[config.mk]
export PLATFORM = sky130hd
export DESIGN_NAME = jpeg_bitbuffer
export DESIGN_NICKNAME = d
export VERILOG_FILES = /design/src/rtl/jpeg_bitbuffer.sv
export SDC_FILE = /design/constraint.sdc
export NUM_CORES = 1
export LEC_CHECK = 0
export CAP_MARGIN = 20
export CORE_MARGIN = 3
export CORE_UTILIZATION = 35
export CTS_CLUSTER_SIZE = 16
export DETAILED_ROUTE_END_ITERATION = 16
export HOLD_SLACK_MARGIN = 0.12
export PLACE_DENSITY = 0.57
export SYNTH_ARGS = -nofsm -noshare
export SYNTH_HDL_FRONTEND = slang
export SYNTH_SLANG_ARGS = --single-unit
[constraint.sdc]
create_clock -name clk_i -period 5.85 [get_ports clk_i]
set_input_delay 0.585 -clock clk_i [delete_from_list [all_inputs] [get_ports clk_i]]
set_output_delay 0.585 -clock clk_i [all_outputs]
set_load 0.1 [all_outputs]
[src/rtl/jpeg_bitbuffer.sv]
// Entropy-coded-data bit buffer: bytes in, 32-bit MSB-aligned window out, variable-width pop.
// Define JPEG_BITBUFFER_UNSTUFF_EN to drop the 0x00 that follows each 0xFF in the payload.
module jpeg_bitbuffer (
  input  logic        clk_i,
  input  logic        rst_i,
  input  logic        img_start_i,
  input  logic        img_end_i,
  input  logic        inport_valid_i,
  input  logic [7:0]  inport_data_i,
  input  logic        inport_last_i,
  output logic        inport_accept_o,
  input  logic [5:0]  outport_pop_i,
  output logic        outport_valid_o,
  output logic [31:0] outport_data_o,
  output logic        outport_last_o
);

  logic [63:0] buf_q, buf_d;
  logic [6:0]  count_q, count_d;
  logic        last_q, last_d;

  logic        flush;
  logic        accept;
  logic        window_valid;
  logic        take;
  logic        store;
  logic        drop;
  logic [5:0]  pop_eff;
  logic [6:0]  count_after_pop;
  logic [63:0] buf_shifted;
  logic [63:0] byte_placed;

  assign flush        = img_start_i | img_end_i;
  assign accept       = (count_q <= 7'd56) && !rst_i && !flush;
  assign window_valid = (count_q >= 7'd32) || (last_q && (count_q != 7'd0));
  assign take         = inport_valid_i && accept;
  assign store        = take && !drop;

`ifdef JPEG_BITBUFFER_UNSTUFF_EN
  logic ff_q, ff_d;

  // A 0x00 right after a stored 0xFF is stuffing, not payload.
  assign drop = ff_q && (inport_data_i == 8'h00);

  always_comb begin
    ff_d = ff_q;
    if (flush) begin
      ff_d = 1'b0;
    end else if (take) begin
      ff_d = (inport_data_i == 8'hFF);
    end
  end

  always_ff @(posedge clk_i) begin
    if (rst_i) begin
      ff_q <= 1'b0;
    end else begin
      ff_q <= ff_d;
    end
  end
`else
  assign drop = 1'b0;
`endif

  // Pops only count while the window is valid, and never beyond what is held.
  always_comb begin
    pop_eff = 6'd0;
    if (window_valid) begin
      if ({1'b0, outport_pop_i} > count_q) begin
        pop_eff = count_q[5:0];
      end else begin
        pop_eff = outport_pop_i;
      end
    end
  end

  always_comb begin
    count_after_pop = count_q - {1'b0, pop_eff};
    buf_shifted     = buf_q << pop_eff;
    byte_placed     = {inport_data_i, 56'd0} >> count_after_pop;

    buf_d   = buf_q;
    count_d = count_q;
    last_d  = last_q;

    if (flush) begin
      buf_d   = 64'd0;
      count_d = 7'd0;
      last_d  = 1'b0;
    end else begin
      buf_d   = store ? (buf_shifted | byte_placed) : buf_shifted;
      count_d = count_after_pop + (store ? 7'd8 : 7'd0);
      if (take && inport_last_i) begin
        last_d = 1'b1;
      end
    end
  end

  always_ff @(posedge clk_i) begin
    if (rst_i) begin
      buf_q   <= 64'd0;
      count_q <= 7'd0;
      last_q  <= 1'b0;
    end else begin
      buf_q   <= buf_d;
      count_q <= count_d;
      last_q  <= last_d;
    end
  end

  assign inport_accept_o = accept;
  assign outport_valid_o = window_valid;
  assign outport_data_o  = buf_q[63:32];
  assign outport_last_o  = last_q && (count_q <= 7'd32);

endmodule

==> results of run 1 <==
[cell type report]
class                   instances  share of cell area
repair buffers                 95              0.0915
well taps                     319              0.0424
multi-input cells             923               0.662
flip-flops and latches         72               0.153
inverters                      36              0.0149
clock inverters                 5              0.0113
clock buffers                  10              0.0243
[cell families after synthesis]
family,count (synthesis),share of synthesized area
compound gates,393,0.335
simple gates,367,0.193
buf+inv,153,0.0998
mux,139,0.171
flops,72,0.170
fa+ha+maj,15,0.0230
xor+xnor,9,0.00928
[worst max-delay path: stages]
cell	delay (ns)
clkdlybuf4s50_1	0.43
ha_1	0.35
a211oi_1	0.10
or3_4	0.42
a21oi_4	0.25
buf_4	0.35
o21ai_4	0.13
inv_2	0.09
ha_1	0.27
nor2b_1	0.15
o21ai_0	0.22
nand2_1	0.14
xnor2_1	0.15
buf_4	0.18
o2111ai_1	0.39
nor2_1	0.35
nand2_1	0.15
o211ai_1	0.13
o21ai_0	0.10
a311oi_1	0.28
[placed cells by master, fill, tap and decap left out, types with 6 or more instances in the layout]
cell             count
a2111oi_0           11
a211oi_1            26
a21boi_0             7
a21oi_1             83
a221oi_1             8
a22o_1               6
a22oi_1             41
a2bb2oi_1            6
a32oi_1             11
and2_1              10
and3_1               7
buf_4               40
clkbuf_16            9
clkdlybuf4s50_1     54
dfxtp_1             72
ha_1                14
inv_1               30
mux2_2              16
mux2i_1            118
nand2_1            137
nand3_1             29
nor2_1             114
nor3_1              26
nor4_1               8
o2111ai_1           20
o211a_1              6
o211ai_1            28
o21a_1               6
o21ai_0             44
o22ai_1             20
or3_1                6
xnor2_1              6
[power by group through the flow]
stage	clock network, W	registers, W	logic (W)
floorplan	0	0.000503	0.0000553
global placement	0	0.000504	0.0000900
detailed placement	0	0.000504	0.0000902
CTS	0.000665	0.000492	0.0000906
global route	0.000688	0.000492	0.0000979
finish	0.000666	0.000492	0.0000923
[path summary, 6_finish.rpt]
check | startpoint | endpoint | slack [ns] | cells past startpoint
max | outport_pop_i[4] | buf_q[61]$_SDFF_PP0_ | 0.86 | 20
min | last_q$_SDFFE_PP0P_ | last_q$_SDFFE_PP0P_ | 0.50 | 2
max reg2reg | count_q[4]$_SDFF_PP0_ | buf_q[61]$_SDFF_PP0_ | 1.01 | 20
min reg2reg | last_q$_SDFFE_PP0P_ | last_q$_SDFFE_PP0P_ | 0.50 | 2
[sequential cells by signal (all words and copies together), names as in the netlist]
signal   flops
count_q      7
last_q       1
buf_q       64
[metrics by stage]
stage	power [W]	hold slack, ns	area, sq um	utilization	worst slack [ns]
global placement	0.000594	0.483	9080	0.383	0.614
finish	0.00125	0.500	9410	0.397	0.859
CTS	0.00125	0.508	9410	0.397	0.928
global route	0.00128	0.528	9410	0.397	0.580
detailed placement	0.000594	0.491	9080	0.383	0.586
floorplan	0.000558	0.452	8500	-	0.790
[metal layers]
metal / vias up / GRT usage / wire length [um]
met2: 623 / 0.426 / 16400
met4: 6 / 0.0989 / 1560
met1: 4631 / 0.400 / 16300
met5: - / 0 / 36
li1: 4303 / - / -
met3: 120 / 0.0717 / 4240
==> impl_metrics.json, run 1 <==
{
  "outcome": "complete, no violations",
  "ys_ff_latch": 72,
  "dpl.cell_count": 1445,
  "cp-start-kind": "input port",
  "grt-ovfl-total": 0,
  "io_pins": 55,
  "dieHeight_um": 162,
  "area_delta_synth_final_pct": 10.8,
  "cts_tree": "yes",
  "yosys-top-cells-count": "nand2_1 (137), mux2i_1 (120), nor2_1 (115)",
  "seq_power_share": 0.394,
  "powerDensity_nw_per_um2": 133,
  "cts_buffers": 9,
  "slew_violations": 0,
  "first_iter_violations": 1521,
  "final-hold-violation-count": 0,
  "grt_usage": 0.286,
  "post-route-min-period_ns": 4.99,
  "clock_sinks": 72,
  "grt_antenna_before_repair": 3,
  "synth-edff-count": 0,
  "initial_utilization": 0.359,
  "syn_nets": 1183,
  "end_kind": "flop",
  "drt_wl_total_um": 38600,
  "p_int_w": 0.000941,
  "power_switching_w": 0.000310,
  "drive_above_1_share": 0.0929,
  "post_drt_wl_per_cell_um": 26.4,
  "synth_most_common_cell": "nand2_1",
  "criticalPathCategory": "input port to flop",
  "drc": 0,
  "crit_required_ns": 6.10,
  "dr.pass1.iters": 6,
  "setup_viol": 0,
  "avgViaCountPerCell": 6.63,
  "synthCells": 1148,
  "synth_area_sq_um": 8500,
  "coreArea_sq_um": 23700,
  "period_share": 0.853,
  "synth.area.top_cells": "dfxtp_1 (17%), mux2i_1 (14%), nand2_1 (6.1%), nor2_1 (5.1%), a21oi_1 (4.9%)",
  "nNetsFinal": 1172,
  "stdcell_count": 1460,
  "cts_resized": 0,
  "tns_ns": 0,
  "max_slew_margin": 0.339,
  "pwr-share-comb": 0.074,
  "die_area_sq_um": 26200,
  "leakage_nw": 3.13,
  "clock.fmax_mhz": 200,
  "antenna_cells": 0,
  "cp_data_arrival_time_ns": 5.24,
  "drv_cap": 0,
  "io_buffers": 54,
  "place.gp.congestion": 1.03,
  "grt_max_degree": 87,
  "fillCellCount": 2545,
  "avgSynthCellArea_sq_um": 7.40,
  "ys_warn_count": 0,
  "dp_hpwl_um": 29500,
  "ys_types": 84,
  "row_count": 56,
  "skew_ns": 0.0140,
  "fp.dieW_um": 162,
  "multi_input_area_sq_um": 6230,
  "num_vias": 9683,
  "clk_path_buf_depth": 2,
  "ys_seq_area_frac": 0.170,
  "hold_path.class": "flop to flop",
  "vdd_drop_max_mv": 0.0886,
  "switching_share": 0.248,
  "htree_num_levels": 3,
  "worstSkewPairLatency_ns": 0.35,
  "async_reset_ff_frac": 0,
  "seq_area_sq_um": 1440,
  "grt_pass1_wl_um": 57600,
  "root_buffer": "clkbuf_16",
  "postRouteAntennaNets": 0,
  "rsz0062_at_grt": "false",
  "clkTransAtPathRegs_ns": 0.07,
  "synth_top_area_frac": 0.170,
  "grt_pass1_vias": 8994,
  "p_clk_frac": 0.532,
  "yosys_most_used_dff": "dfxtp_1",
  "tightestPinTransition_ns": 0.988,
  "post_cts_buffers": 0,
  "path_max_fanout": 25,
  "post-synth-top-area-cell": "dfxtp_1",
  "hold_buffers": 0
}
No activity file was read; power rests on OpenSTA's default activity.
==> inputs of run 2 (changes only) <==
Settings changed: DONT_BUFFER_PORTS from default to 1, PLACE_DENSITY 0.57 to 0.54.
==> impl_metrics.json, run 2 (synthesis gave the netlist of run 1 again) <==
{
  "grt_pass1_vias": 8801,
  "stdcell_count": 1405,
  "antenna_cells": 0,
  "clock.fmax_mhz": 203,
  "io_pins": 55,
  "clk_path_buf_depth": 2,
  "grt_antenna_before_repair": 3,
  "dr.pass1.iters": 6,
  "p_clk_frac": 0.491,
  "dpl.cell_count": 1392,
  "rsz0062_at_grt": "false",
  "post_drt_wl_per_cell_um": 28.2,
  "area_delta_synth_final_pct": 4.55,
  "hold_buffers": 0,
  "drt_wl_total_um": 39600,
  "criticalPathCategory": "flop to flop",
  "postLayoutCoreUtil": 0.375,
  "grt_max_degree": 70,
  "seq_area_sq_um": 1440,
  "tns_ns": 0,
  "final_common_cell": "nand2_1",
  "period_share": 0.844,
  "outcome": "complete, no violations",
  "power_switching_w": 0.000281,
  "end_kind": "flop",
  "skew_ns": 0.00812,
  "top_register": "buf_q",
  "multi_input_area_sq_um": 6250,
  "powerDensity_nw_per_um2": 126,
  "postRouteAntennaNets": 0,
  "io_buffers": 0,
  "row_count": 56,
  "fp.dieW_um": 162,
  "grt-ovfl-total": 0,
  "tightestPinTransition_ns": 1.19,
  "grt_pass1_wl_um": 58100,
  "avgViaCountPerCell": 6.77,
  "cts_buffers": 9,
  "drv_cap": 0,
  "drive_above_1_share": 0.100,
  "worstSkewPairLatency_ns": 0.35,
  "largest_register_ffs": 64,
  "initial_utilization": 0.359,
  "cts_resized": 0,
  "seq_power_share": 0.444,
  "nNetsFinal": 1119,
  "p_int_w": 0.000841,
  "max_slew_margin": 0.207,
  "leakage_nw": 2.95,
  "first_iter_violations": 1455,
  "setup_viol": 0,
  "clkTransAtPathRegs_ns": 0.06,
  "hold_path.class": "input port to flop",
  "drc": 0,
  "place.gp.congestion": 1.02,
  "switching_share": 0.250,
  "crit_required_ns": 6.12,
  "clock_sinks": 72,
  "path_max_fanout": 17,
  "fillCellCount": 2558,
  "post_cts_buffers": 0,
  "post-route-min-period_ns": 4.94,
  "vdd_drop_max_mv": 0.129,
  "cp_data_arrival_time_ns": 5.20,
  "dp_hpwl_um": 30200,
  "num_vias": 9513,
  "final_cell_mix": "nand2_1 (137), mux2i_1 (118), nor2_1 (114)",
  "hold_ws_ns": 0.382,
  "reg.largest.list": "buf_q (64), count_q (7), last_q (1)",
  "coreArea_sq_um": 23700,
  "cts_tree": "yes",
  "htree_num_levels": 3,
  "grt_usage": 0.291,
  "dieHeight_um": 162,
  "pwr-share-comb": 0.065,
  "final-hold-violation-count": 0,
  "cp-start-kind": "flop",
  "die_area_sq_um": 26200,
  "slew_violations": 0,
  "root_buffer": "clkbuf_16"
}
==> run 2: through the flow <==
| step | setup WS, ns | power, W | area [sq um] |
|---|---|---|---|
| 3_3_place_gp | 0.956 | 0.000579 | 8580 |
| 3_5_place_dp | 0.997 | 0.000579 | 8600 |
| 2_1_floorplan | 0.790 | 0.000558 | 8500 |
| 4_1_cts | 1.05 | 0.00112 | 8880 |
| 5_1_grt | 0.563 | 0.00114 | 8880 |
| 6_report | 0.912 | 0.00112 | 8880 |
==> run 2: routing by layer <==
metal / wire length [um] / GRT usage
met5: 33 / 0
met1: 16700 / 0.405
met3: 4270 / 0.0735
met2: 16900 / 0.442
met4: 1570 / 0.0915
==> run 2: worst max-delay path: stages, from the launching register on <==
cell,delay [ns]
dfxtp_1,0.40
inv_1,0.10
ha_1,0.34
a211oi_1,0.10
or3_4,0.42
a21oi_4,0.24
mux2i_4,0.54
inv_2,0.08
ha_1,0.35
o21ai_0,0.13
a21boi_0,0.19
o21a_1,0.19
o21ai_1,0.07
buf_4,0.21
nor3_1,0.65
nand2_1,0.36
nor2_1,0.25
a221oi_1,0.07
o21ai_0,0.14
==> run 2: layout make-up <==
cell class              instances  area share
multi-input cells             923       0.704
flip-flops and latches         72       0.162
well taps                     319      0.0449
repair buffers                 42      0.0420
clock buffers                  13      0.0315
inverters                      36      0.0158
==> run 2: final timing paths <==
| check | start | endpoint | slack [ns] | cells past startpoint |
|---|---|---|---|---|
| setup reg to reg | count_q[4]$_SDFF_PP0_ | buf_q[59]$_SDFF_PP0_ | 0.91 | 18 |
| hold reg to reg | last_q$_SDFFE_PP0P_ | last_q$_SDFFE_PP0P_ | 0.49 | 2 |
| hold / removal | inport_last_i | last_q$_SDFFE_PP0P_ | 0.38 | 2 |
| setup / recovery | count_q[4]$_SDFF_PP0_ | buf_q[59]$_SDFF_PP0_ | 0.91 | 18 |
==> run 2: power groups by stage <==
stage / logic [W] / clock network [W] / registers [W]
finish: 0.0000728 / 0.000551 / 0.000497
global route: 0.0000770 / 0.000568 / 0.000497
CTS: 0.0000711 / 0.000556 / 0.000498
floorplan: 0.0000553 / 0 / 0.000503
detailed placement: 0.0000708 / 0 / 0.000508
global placement: 0.0000706 / 0 / 0.000508
==> inputs of run 3 (changes only) <==
Clock period 5.85 ns to 4.9 ns, I/O delays scaled along.
==> impl_metrics.json, run 3 (synthesis gave the netlist of run 1 again) <==
{
  "grt_pass1_wl_um": 59500,
  "cts_buffers": 9,
  "drv_cap": 0,
  "period_share": 0.941,
  "powerDensity_nw_per_um2": 153,
  "postRouteAntennaNets": 0,
  "tns_ns": 0,
  "clock.fmax_mhz": 217,
  "cp_data_arrival_time_ns": 4.77,
  "clkTransAtPathRegs_ns": 0.07,
  "grt-ovfl-total": 0,
  "die_area_sq_um": 26200,
  "r2r_start": "count_q[4]$_SDFF_PP0_",
  "switching_share": 0.276,
  "largest_register_ffs": 64,
  "cts_tree": "yes",
  "first_iter_violations": 1726,
  "row_count": 56,
  "final_common_cell": "nand2_1",
  "drt_wl_total_um": 39400,
  "setup_viol": 0,
  "grt_antenna_before_repair": 1,
  "skew_ns": 0.0163,
  "final-hold-violation-count": 0,
  "tightestPinTransition_ns": 1.21,
  "reg2reg_depth": 15,
  "area_delta_synth_final_pct": 8.79,
  "rsz0062_at_grt": "false",
  "reg.largest.list": "buf_q (64), count_q (7), last_q (1)",
  "outcome": "complete, no violations",
  "min_to": "last_q$_SDFFE_PP0P_",
  "leakage_nw": 3.16,
  "max_slew_margin": 0.194,
  "cp-start-kind": "flop",
  "htree_num_levels": 3,
  "io_pins": 55,
  "post_drt_wl_per_cell_um": 27.2,
  "coreArea_sq_um": 23700,
  "post_cts_buffers": 0,
  "end_kind": "flop",
  "p_int_w": 0.00102,
  "criticalPathCategory": "flop to flop",
  "antenna_cells": 0,
  "drc": 0,
  "fp.dieW_um": 162,
  "initial_utilization": 0.359,
  "power_switching_w": 0.000390,
  "grt_usage": 0.295,
  "worstSkewPairLatency_ns": 0.36,
  "slew_violations": 0,
  "drive_above_1_share": 0.134,
  "min-delay-start": "inport_last_i",
  "dp_hpwl_um": 30200,
  "hold_path.class": "input port to flop",
  "root_buffer": "clkbuf_16",
  "nNetsFinal": 1156,
  "pwr-share-comb": 0.065,
  "vdd_drop_max_mv": 0.141,
  "top_register": "buf_q",
  "io_buffers": 0,
  "dieHeight_um": 162,
  "power_w": 0.00141,
  "path_max_fanout": 39,
  "clk_path_buf_depth": 2,
  "final_cell_mix": "nand2_1 (137), mux2i_1 (118), nor2_1 (114)",
  "worstReg2RegEnd": "buf_q[26]$_SDFF_PP0_",
  "min_delay_path_depth": 2,
  "avgViaCountPerCell": 6.73,
  "crit_required_ns": 5.06,
  "grt_max_degree": 87,
  "post-route-min-period_ns": 4.61,
  "rrSetupSlack_ns": 0.29,
  "clock_sinks": 72,
  "num_vias": 9725,
  "dr.pass1.iters": 7,
  "p_clk_frac": 0.515,
  "grt_pass1_vias": 9092,
  "place.gp.congestion": 1.00,
  "seq_power_share": 0.420
}
## run 3: cell types whose count changed in the layout (fill, tap and decap cells not counted), sizes merged
cell | before | now
buf | 41 | 78
clkbuf | 14 | 10
inv | 35 | 39
clkinvlp | 0 | 2
bufinv | 0 | 1
## run 3: what timing repair did
item,in CTS,in global routing
resized for setup,0,1
hold buffers,0,0
setup endpoints to repair,0,1
## run 3: how the worst max path moves through the flow
stage	startpoint	endpoint	depth (start not counted)
floorplan	outport_pop_i[4]	buf_q[49]$_SDFF_PP0_	20
finish	count_q[4]$_SDFF_PP0_	buf_q[26]$_SDFF_PP0_	15
detailed placement	outport_pop_i[4]	buf_q[61]$_SDFF_PP0_	18
global route	count_q[4]$_SDFF_PP0_	buf_q[32]$_SDFF_PP0_	18
CTS	count_q[4]$_SDFF_PP0_	buf_q[61]$_SDFF_PP0_	19
global placement	outport_pop_i[4]	buf_q[37]$_SDFF_PP0_	16
## run 3: layout make-up
cell class	instances	area (sq um)
fillers	2536	14400
clock inverters	7	85.1
inverters	36	140
repair buffers	79	693
clock buffers	9	225
multi-input cells	923	6260
flip-flops and latches	72	1440
well taps	319	399
## run 3: through the flow
stage / hold WS, ns / std cells / area (sq um) / util / setup WS, ns
6_report: 0.286 / 1445 / 9240 / 0.390 / 0.289
5_1_grt: 0.302 / 1445 / 9240 / 0.390 / 0.00893
4_1_cts: 0.281 / 1444 / 9210 / 0.389 / 0.390
3_5_place_dp: 0.502 / 1428 / 8900 / 0.376 / 0.402
3_3_place_gp: 0.501 / 1426 / 8870 / 0.375 / 0.389
2_1_floorplan: 0.452 / 1148 / 8520 / - / 0.0392
## run 3: power by group through the flow
stage / combinational, W / clock [W] / sequential, W
global placement: 0.0000894 / 0 / 0.000607
detailed placement: 0.0000891 / 0 / 0.000607
CTS: 0.0000893 / 0.000725 / 0.000593
finish: 0.0000912 / 0.000728 / 0.000593
global route: 0.0000979 / 0.000749 / 0.000593
floorplan: 0.0000666 / 0 / 0.000600
## run 3: per-layer routing
layer / share of wire / track usage / wire [um]
met3: 0.11 / 0.0622 / 4310
met1: 0.43 / 0.419 / 16900
met4: 0.042 / 0.113 / 1650
met2: 0.42 / 0.437 / 16500
met5: 0.00028 / 0 / 11
## run 3: worst max-delay path, stage by stage (launching register included)
cell      delay (ns)
dfxtp_1         0.39
inv_1           0.10
ha_1            0.34
a211oi_1        0.10
or3_4           0.42
a21oi_4         0.20
buf_4           0.35
mux2i_4         0.32
inv_2           0.06
buf_4           0.27
nor2_1          0.49
a22oi_1         0.22
a21oi_1         0.21
a21oi_1         0.13
mux2i_1         0.45
o22ai_1         0.32
